--- config.mk ---
export PLATFORM = sky130hd
export DESIGN_NAME = reservoir_plant
export DESIGN_NICKNAME = d
export VERILOG_FILES = /design/src/rtl/reservoir_plant.sv
export SDC_FILE = /design/constraint.sdc
export NUM_CORES = 1
export LEC_CHECK = 0
export CORE_MARGIN = 1
export CORE_UTILIZATION = 35
export CTS_CLUSTER_SIZE = 30
export DETAILED_ROUTE_END_ITERATION = 12
export SYNTH_ARGS = -nofsm -noshare
export SYNTH_HDL_FRONTEND = slang
export SYNTH_SLANG_ARGS = --single-unit
export TNS_END_PERCENT = 1
--- constraint.sdc ---
create_clock -name clk -period 2.4 [get_ports clk]
set_input_delay 0.24 -clock clk [delete_from_list [all_inputs] [get_ports clk]]
set_output_delay 0.24 -clock clk [all_outputs]
set_load 0.01 [all_outputs]
--- src/rtl/reservoir_plant.sv ---
// Reservoir plant model: integrates valve inflow against the drain demand into a clamped level,
// and reports it through a 3-bit thermometer sensor bus with per-sensor hysteresis.
module reservoir_plant #(
  parameter int LEVEL_W    = 8,
  parameter int MAX_LEVEL  = 200,
  parameter int INIT_LEVEL = 0,
  parameter int TH1        = 50,
  parameter int TH2        = 100,
  parameter int TH3        = 150,
  parameter int HYST       = 4,
  parameter int RATE_FR    = 3,
  parameter int RATE_DFR   = 2
) (
  input  logic               clk,
  input  logic               reset,
  input  logic               run,
  input  logic               fr1,
  input  logic               fr2,
  input  logic               fr3,
  input  logic               dfr,
  input  logic [3:0]         drain,
  input  logic               clr_flags,
  output logic [2:0]         s,
  output logic [LEVEL_W-1:0] level,
  output logic               overflow,
  output logic               dry
);

  localparam int SW = LEVEL_W + 2;

  localparam logic [LEVEL_W-1:0] TH_ON  [3] = '{LEVEL_W'(TH1), LEVEL_W'(TH2), LEVEL_W'(TH3)};
  localparam logic [LEVEL_W-1:0] TH_OFF [3] = '{LEVEL_W'(TH1 - HYST), LEVEL_W'(TH2 - HYST),
                                                LEVEL_W'(TH3 - HYST)};

  typedef enum logic {S_OFF = 1'b0, S_ON = 1'b1} sensor_e;

  sensor_e            sen_q [3];
  sensor_e            sen_d [3];
  logic [LEVEL_W-1:0] level_q, level_d;
  logic               overflow_q, overflow_d;
  logic               dry_q, dry_d;

  logic [1:0]         fr_cnt;
  logic signed [SW-1:0] inflow, net, sum;
  logic               above_max, below_zero;
  logic [LEVEL_W-1:0] next_level;

  // Signed arithmetic two bits wider than the level so no input mix can wrap.
  always_comb begin
    fr_cnt     = {1'b0, fr1} + {1'b0, fr2} + {1'b0, fr3};
    inflow     = $signed(SW'(RATE_FR)) * $signed(SW'(fr_cnt))
               + (dfr ? $signed(SW'(RATE_DFR)) : $signed(SW'(0)));
    net        = inflow - $signed(SW'(drain));
    sum        = $signed(SW'(level_q)) + net;
    above_max  = sum > $signed(SW'(MAX_LEVEL));
    below_zero = sum < $signed(SW'(0));
    if (below_zero)     next_level = '0;
    else if (above_max) next_level = LEVEL_W'(MAX_LEVEL);
    else                next_level = sum[LEVEL_W-1:0];
  end

  // Level, per-sensor hysteresis machines and sticky flags; a set beats a clear on the same edge.
  always_comb begin
    level_d    = level_q;
    overflow_d = overflow_q & ~clr_flags;
    dry_d      = dry_q & ~clr_flags;
    for (int n = 0; n < 3; n++) sen_d[n] = sen_q[n];
    if (run) begin
      level_d = next_level;
      if (above_max)  overflow_d = 1'b1;
      if (below_zero) dry_d      = 1'b1;
      for (int n = 0; n < 3; n++) begin
        case (sen_q[n])
          S_OFF:   if (next_level >= TH_ON[n]) sen_d[n] = S_ON;
          S_ON:    if (next_level <  TH_OFF[n]) sen_d[n] = S_OFF;
          default: sen_d[n] = S_OFF;
        endcase
      end
    end
  end

  always_ff @(posedge clk or posedge reset) begin
    if (reset) begin
      level_q    <= LEVEL_W'(INIT_LEVEL);
      overflow_q <= 1'b0;
      dry_q      <= 1'b0;
      for (int n = 0; n < 3; n++)
        sen_q[n] <= (LEVEL_W'(INIT_LEVEL) >= TH_ON[n]) ? S_ON : S_OFF;
    end else begin
      level_q    <= level_d;
      overflow_q <= overflow_d;
      dry_q      <= dry_d;
      for (int n = 0; n < 3; n++) sen_q[n] <= sen_d[n];
    end
  end

  always_comb begin
    for (int n = 0; n < 3; n++) s[n] = (sen_q[n] == S_ON);
  end

  assign level    = level_q;
  assign overflow = overflow_q;
  assign dry      = dry_q;

endmodule
== After elaboration in Yosys (flattened, before gate mapping) ==
Index checks and enable logic that the tools add are counted.
Widths: inputs -> output; s select.

* Register bits: 13
* Input port bits: 12
* Output and inout bits: 13
* Word-level logic and storage cells: 42

* Add/sub/neg operators: 5
* Multiply operators: 1
* Order comparisons: 8
* Multiplexer cells: 16
* Bitwise gates (word level): 6

{| class="wikitable"
|+ Operator list
! kind !! number
|-
| $mux 8 || 2
|-
| $add 9x6->10 || 1
|-
| $gt 10x9->1 const B || 1
|-
| $lt 10x1->1 const B || 1
|-
| $mux 1 || 10
|-
| $ge 8x6->1 const B || 1
|-
| $ge 8x7->1 const B || 1
|-
| $ge 8x8->1 const B || 1
|-
| $lt 8x6->1 const B || 1
|-
| $lt 8x7->1 const B || 1
|-
| $lt 8x8->1 const B || 1
|-
| $pmux 1 s2 || 3
|-
| $sub 5x4->6 || 1
|-
| $add 4x2->5 || 1
|-
| $mul 2x2->4 const A || 1
|-
| $not 1->1 || 4
|-
| $add 1x1->2 || 1
|-
| $add 2x1->2 || 1
|-
| $and 1x1->1 || 2
|-
| $mux 2 || 1
|}

== Logic depth before layout (Yosys ltp) ==
* Depth after elaboration: 12
* Depth in mapped cells: 19
* Gate-level depth less buffers: 19

== Least setup slack after synthesis ==
No wires, ideal clock.

* Path kind: in2reg
* From: in fr1
* To: reg level_q[3] (netlist: level[3])
* Library setup time: 0.125 ns
* Arrival: 4.310 ns
* Data required time: 2.275 ns
* Slack: -2.034 ns
* Cell stages on the path: 18
* Path buffers: 1
* Cells stage by stage: inv_1 fa_1 inv_1 fa_1 fa_1 ha_1 fa_1 or3b_4 nand2_4 inv_4 ha_1 clkbuf_1 nor3_1 a21oi_2 and3b_1 o211ai_2 a31oi_1 mux2_2

* Word-level cells in the longest chain between the ends: 9
* Elaborated cells between the ends (all ways): 10
* Classes of those cells: add/sub (5); mul (1); order compare (2); mux (2)

{| class="wikitable"
|+ RTL lines
! what !! RTL line !! RTL
|-
| from (decl) || 17 || <nowiki>input logic fr1,</nowiki>
|-
| $add 1x1->2 * || 50 || <nowiki>fr_cnt = {1'b0, fr1} + {1'b0, fr2} + {1'b0, fr3};</nowiki>
|-
| $add 2x1->2 * || 50 ||
|-
| $mul 2x2->4 * || 51 || <nowiki>inflow = $signed(SW'(RATE_FR)) * $signed(SW'(fr_cnt))</nowiki>
|-
| $add 4x2->5 * || 52 || <nowiki>+ (dfr ? $signed(SW'(RATE_DFR)) : $signed(SW'(0)));</nowiki>
|-
| $sub 5x4->6 * || 53 || <nowiki>net = inflow - $signed(SW'(drain));</nowiki>
|-
| $add 9x6->10 * || 54 || <nowiki>sum = $signed(SW'(level_q)) + net;</nowiki>
|-
| $gt 10x9->1 || 55 || <nowiki>above_max = sum > $signed(SW'(MAX_LEVEL));</nowiki>
|-
| $mux 8 || 58 || <nowiki>else if (above_max) next_level = LEVEL_W'(MAX_LEVEL);</nowiki>
|-
| $mux 8 * || 57 || <nowiki>if (below_zero) next_level = '0;</nowiki>
|-
| to (signal assigned) || 84 || <nowiki>level_q <= LEVEL_W'(INIT_LEVEL);</nowiki>
|-
| to (signal assigned) || 90 || <nowiki>level_q <= level_d;</nowiki>
|-
| to (decl) || 39 || <nowiki>logic [LEVEL_W-1:0] level_q, level_d;</nowiki>
|}

Every way passes the cells marked *; elsewhere a longest branch is shown, timed or not.
A chain may end at the register's enable or synchronous reset.

== Worst setup path in the final report ==
* From: in fr3
* To: reg level_q[3] (netlist: level[3])

* Word-level cells in the longest chain between the ends: 8
* Elaborated cells between the ends (all ways): 9
* Classes of those cells: add/sub (4); mul (1); order compare (2); mux (2)

{| class="wikitable"
|+ RTL lines
! what !! RTL line !! RTL
|-
| from (decl) || 19 || <nowiki>input logic fr3,</nowiki>
|-
| $add 2x1->2 * || 50 ||
|-
| $mul 2x2->4 * || 51 ||
|-
| $add 4x2->5 * || 52 ||
|-
| $sub 5x4->6 * || 53 ||
|-
| $add 9x6->10 * || 54 ||
|-
| $gt 10x9->1 || 55 ||
|-
| $mux 8 || 58 ||
|-
| $mux 8 * || 57 ||
|}

Marked as above.

==> impl_metrics.csv <==
group,metric,value,unit
logic_synthesis,yosys_warnings,0,
layout,design_area,2160,um2
logic_synthesis,yosys_most_used_dff,"dfrtp_1",
clock_tree,cts_tree,"built",
logic_synthesis,synthCells,156,
drt,ant_nets,0,
drt,wl_per_cell,13.49,um
placed_design,place_congestion,0.8275,
logic_synthesis,synth_nets,188,
logic_synthesis,synth_compound_area_share,21.71,%
worst_setup_path,crit_type,"in2reg",
worst_setup_path,worst_ep_arrival_time,4.33,ns
clock_tree,clock_latency,0.25,ns
logic_synthesis,synth.area.top_cells,"dfrtp_1 24%, ha_1 13%, fa_1 8.7%",
hold_path,hold_class,"in2async",
logic_synthesis,synth-adder-area-share,22.16,%
global_routing,grt_overflow,0,
outcome,violations,"setup timing",
clock_tree,cts_made_buffers,3,
placed_design,portBuffers,24,
logic_synthesis,synth_top_family_by_area,"adder cells",
drt,vias,1355,
floorplan,num_io_pins,25,
clock_tree,cts_buffer_depth,2,
layout,antenna_cells,0,
sta,fin_ws,-1.786,ns
sta,rsz0062_at_grt,"yes",
placed_design,placed_area,1969,um2
sta,finalCritPeriodShare,174.4,%
logic_synthesis,syn_avg_cell_area,8.831,um2
worst_setup_path,worst_ep_required_time,2.54,ns
logic_synthesis,synth_cell_types,52,
logic_synthesis,synth_top_area_share,23.61,%
floorplan,fp.dieH,64.74,um
drt,drc,0,
logic_synthesis,syn_area,1378,um2
drt,routed_wl,3641,um
sta,relSlewSlack,67.35,%
layout,fillers,321,
logic_synthesis,ys_seq_area_share,23.61,%
sta,tns,-21.53,ns
drt,drt_iter0_markers,63,
power,ir_drop,0.0008241,V
floorplan,fp.dieW,64.74,um
floorplan,rows,22,
sta,max_freq,238.9,MHz
layout,syn_to_final_growth,56.77,%
layout,final_nets,255,
logic_synthesis,synthMuxAreaShare,1.544,%
placed_design,place_hpwl,2790,um
sta,min_period,4.186,ns
outcome,status,"finished with violations",
clock_tree,cts_max_level,1,
clock_tree,cts.sinks,13,
sta,maxSlewViolCount,0,
layout,post-route-util,58.11,%
logic_synthesis,async_flop_share,100.0,%
clock_tree,clkSlewWorstSetupHoldPaths,0.06,ns
worst_setup_path,path_max_fanout,4,
drt,via_per_inst,5.019,
worst_setup_path,crit_path_end_kind,"flip-flop",
floorplan,start_util,37.07,%
power,power_density,1632,nW/um2
sta,finalClockSkew,0.004425,ns
layout,drive_above_1_share,38.29,%
sta,hold_viol_final,0,
global_routing,grt_max_degree,14,
clock_tree,clock-root-buffer,"clkbuf_8",
logic_synthesis,yosys.area_share.simple,19.35,%
logic_synthesis,ys_ff_latch,13,
global_routing,grt_pass1_vias,1367,
sta,tightest_slew,0.4892,ns
global_routing,antenna_found_initial,0,
logic_synthesis,yosys.area.top_type,"dfrtp_1",
logic_synthesis,synth_edf_count,0,
power,p_leak,0.9741,nW
logic_synthesis,synth_xor_area_share,5.086,%
floorplan,core,3716,um2
sta,setup-violations-final,13,
flow_run,maxCapViolCount,0,
global_routing,grt_pass1_wl,6072,um
global_routing,grt_use_total,18.85,%
drt,firstDrtPassIters,4,
floorplan,die-area,4191,um2
worst_setup_path,startpoint_type,"input pin",
-- layer usage --
layer | global-route usage [%] | wire length (um) | vias to the layer above
met4 | 5.833 | 47 | 0
li1 | - | - | 678
met1 | 25.52 | 1728 | 644
met2 | 30.86 | 1747 | 28
met3 | 2.465 | 118 | 5
met5 | 0 | 0 | -
-- layout by cell type (no fill, tap or decap), types with 3 or more instances in the layout --
cell type        netlist  layout
ha_1                  14      10
dfrtp_1               13      13
inv_2                  0       3
a31oi_1                4       4
buf_4                  0      41
a21oi_1                8       6
inv_1                 18      15
nand2b_1               6       6
o21ai_1                3       3
clkdlybuf4s50_1        0      21
clkbuf_8               0       3
a21oi_2                1       3
nand2_1               11      11
xor2_1                 4       3
ha_4                   0       4
fa_1                   6       4
nor2_1                12      12
-- worst paths after layout --
path	start	end	slack [ns]	depth (start not counted)
hold / removal	reset	s[0]	0.30	2
max in group asynchronous	reset	s[2]	1.77	2
hold reg to reg	dry	dry	0.51	1
setup / recovery	fr3	level[3]	-1.79	18
setup reg to reg	level[0]	level[3]	-0.20	11
min in group clk	dry	dry	0.51	1
-- power breakdown --
group	internal, mW	switching, mW	total (mW)
clock	0.115	0.0876	0.203
sequential	0.314	0.100	0.414
combinational	1.55	1.36	2.91
total	1.98	1.55	3.52
-- flip-flops by register name (all words and copies together) (netlist names) --
name	flops
level	8
s	3
overflow	1
dry	1
-- timing repair --
action / CTS / global route
pin swaps: 21 / 16
hold buffers: 0 / 0
endpoints found under the setup margin: 13 / 13
setup buffers: 2 / 1
resized for setup: 30 / 6
-- stage by stage --
| stage | hold WS (ns) | std cells | total power [mW] | setup WS, ns |
|---|---|---|---|---|
| after floorplan | 0.1170 | 156 | 1.864 | -1.921 |
| after global placement | 0.4924 | 263 | 2.928 | -2.395 |
| after detailed placement | 0.4998 | 263 | 2.951 | -2.605 |
| after CTS | 0.3237 | 269 | 3.422 | -1.886 |
| after global routing | 0.3572 | 270 | 3.839 | -1.985 |
| final | 0.3027 | 270 | 3.525 | -1.786 |
-- critical path, stage by stage --
cell and delay, ns:
buf_6 0.07, inv_2 0.03, fa_1 0.54, inv_2 0.04, fa_1 0.49, fa_2 0.46
ha_4 0.19, fa_2 0.38, xnor2_2 0.18, ha_4 0.24, o21ai_2 0.15, a21oi_2 0.06
or2_1 0.27, maj3_2 0.33, xor2_2 0.16, o211ai_2 0.11, a31oi_1 0.12, mux2_4 0.26
-- kinds of logic after synthesis --
logic type	after synthesis
muxes	2
adders and majority gates	21
AOI/OAI and AO/OA	40
xor gates and xnor gates	8
buffers and inverters	23
and+or+nand+nor	49
DFF	13
-- Yosys cell counts (2+ instances only) --
cell type   n
fa_1        6
nor2_1     12
nand2_1    11
xor2_1      4
a31oi_1     4
o31ai_1     2
o21ai_0     3
o21ai_1     3
ha_1       14
and3_1      2
nand2b_1    6
clkbuf_1    3
nor3_1      4
nand3_2     2
o22ai_1     2
a21oi_1     8
xnor2_1     4
o2bb2ai_1   2
o31a_1      2
inv_1      18
dfrtp_1    13
-- area by class of cell --
cell class                 count  area [um2]  area share, %
timing repair buffer          66       550.5          25.49
clock inverter                 1       5.005         0.2317
clock buffer                   3       41.29          1.912
sequential                    13       325.3          15.06
multi-input combinational    120        1104          51.10
tap                           48       60.06          2.781
inverter                      19       73.82          3.418
Power figures use the tool's default switching activity.
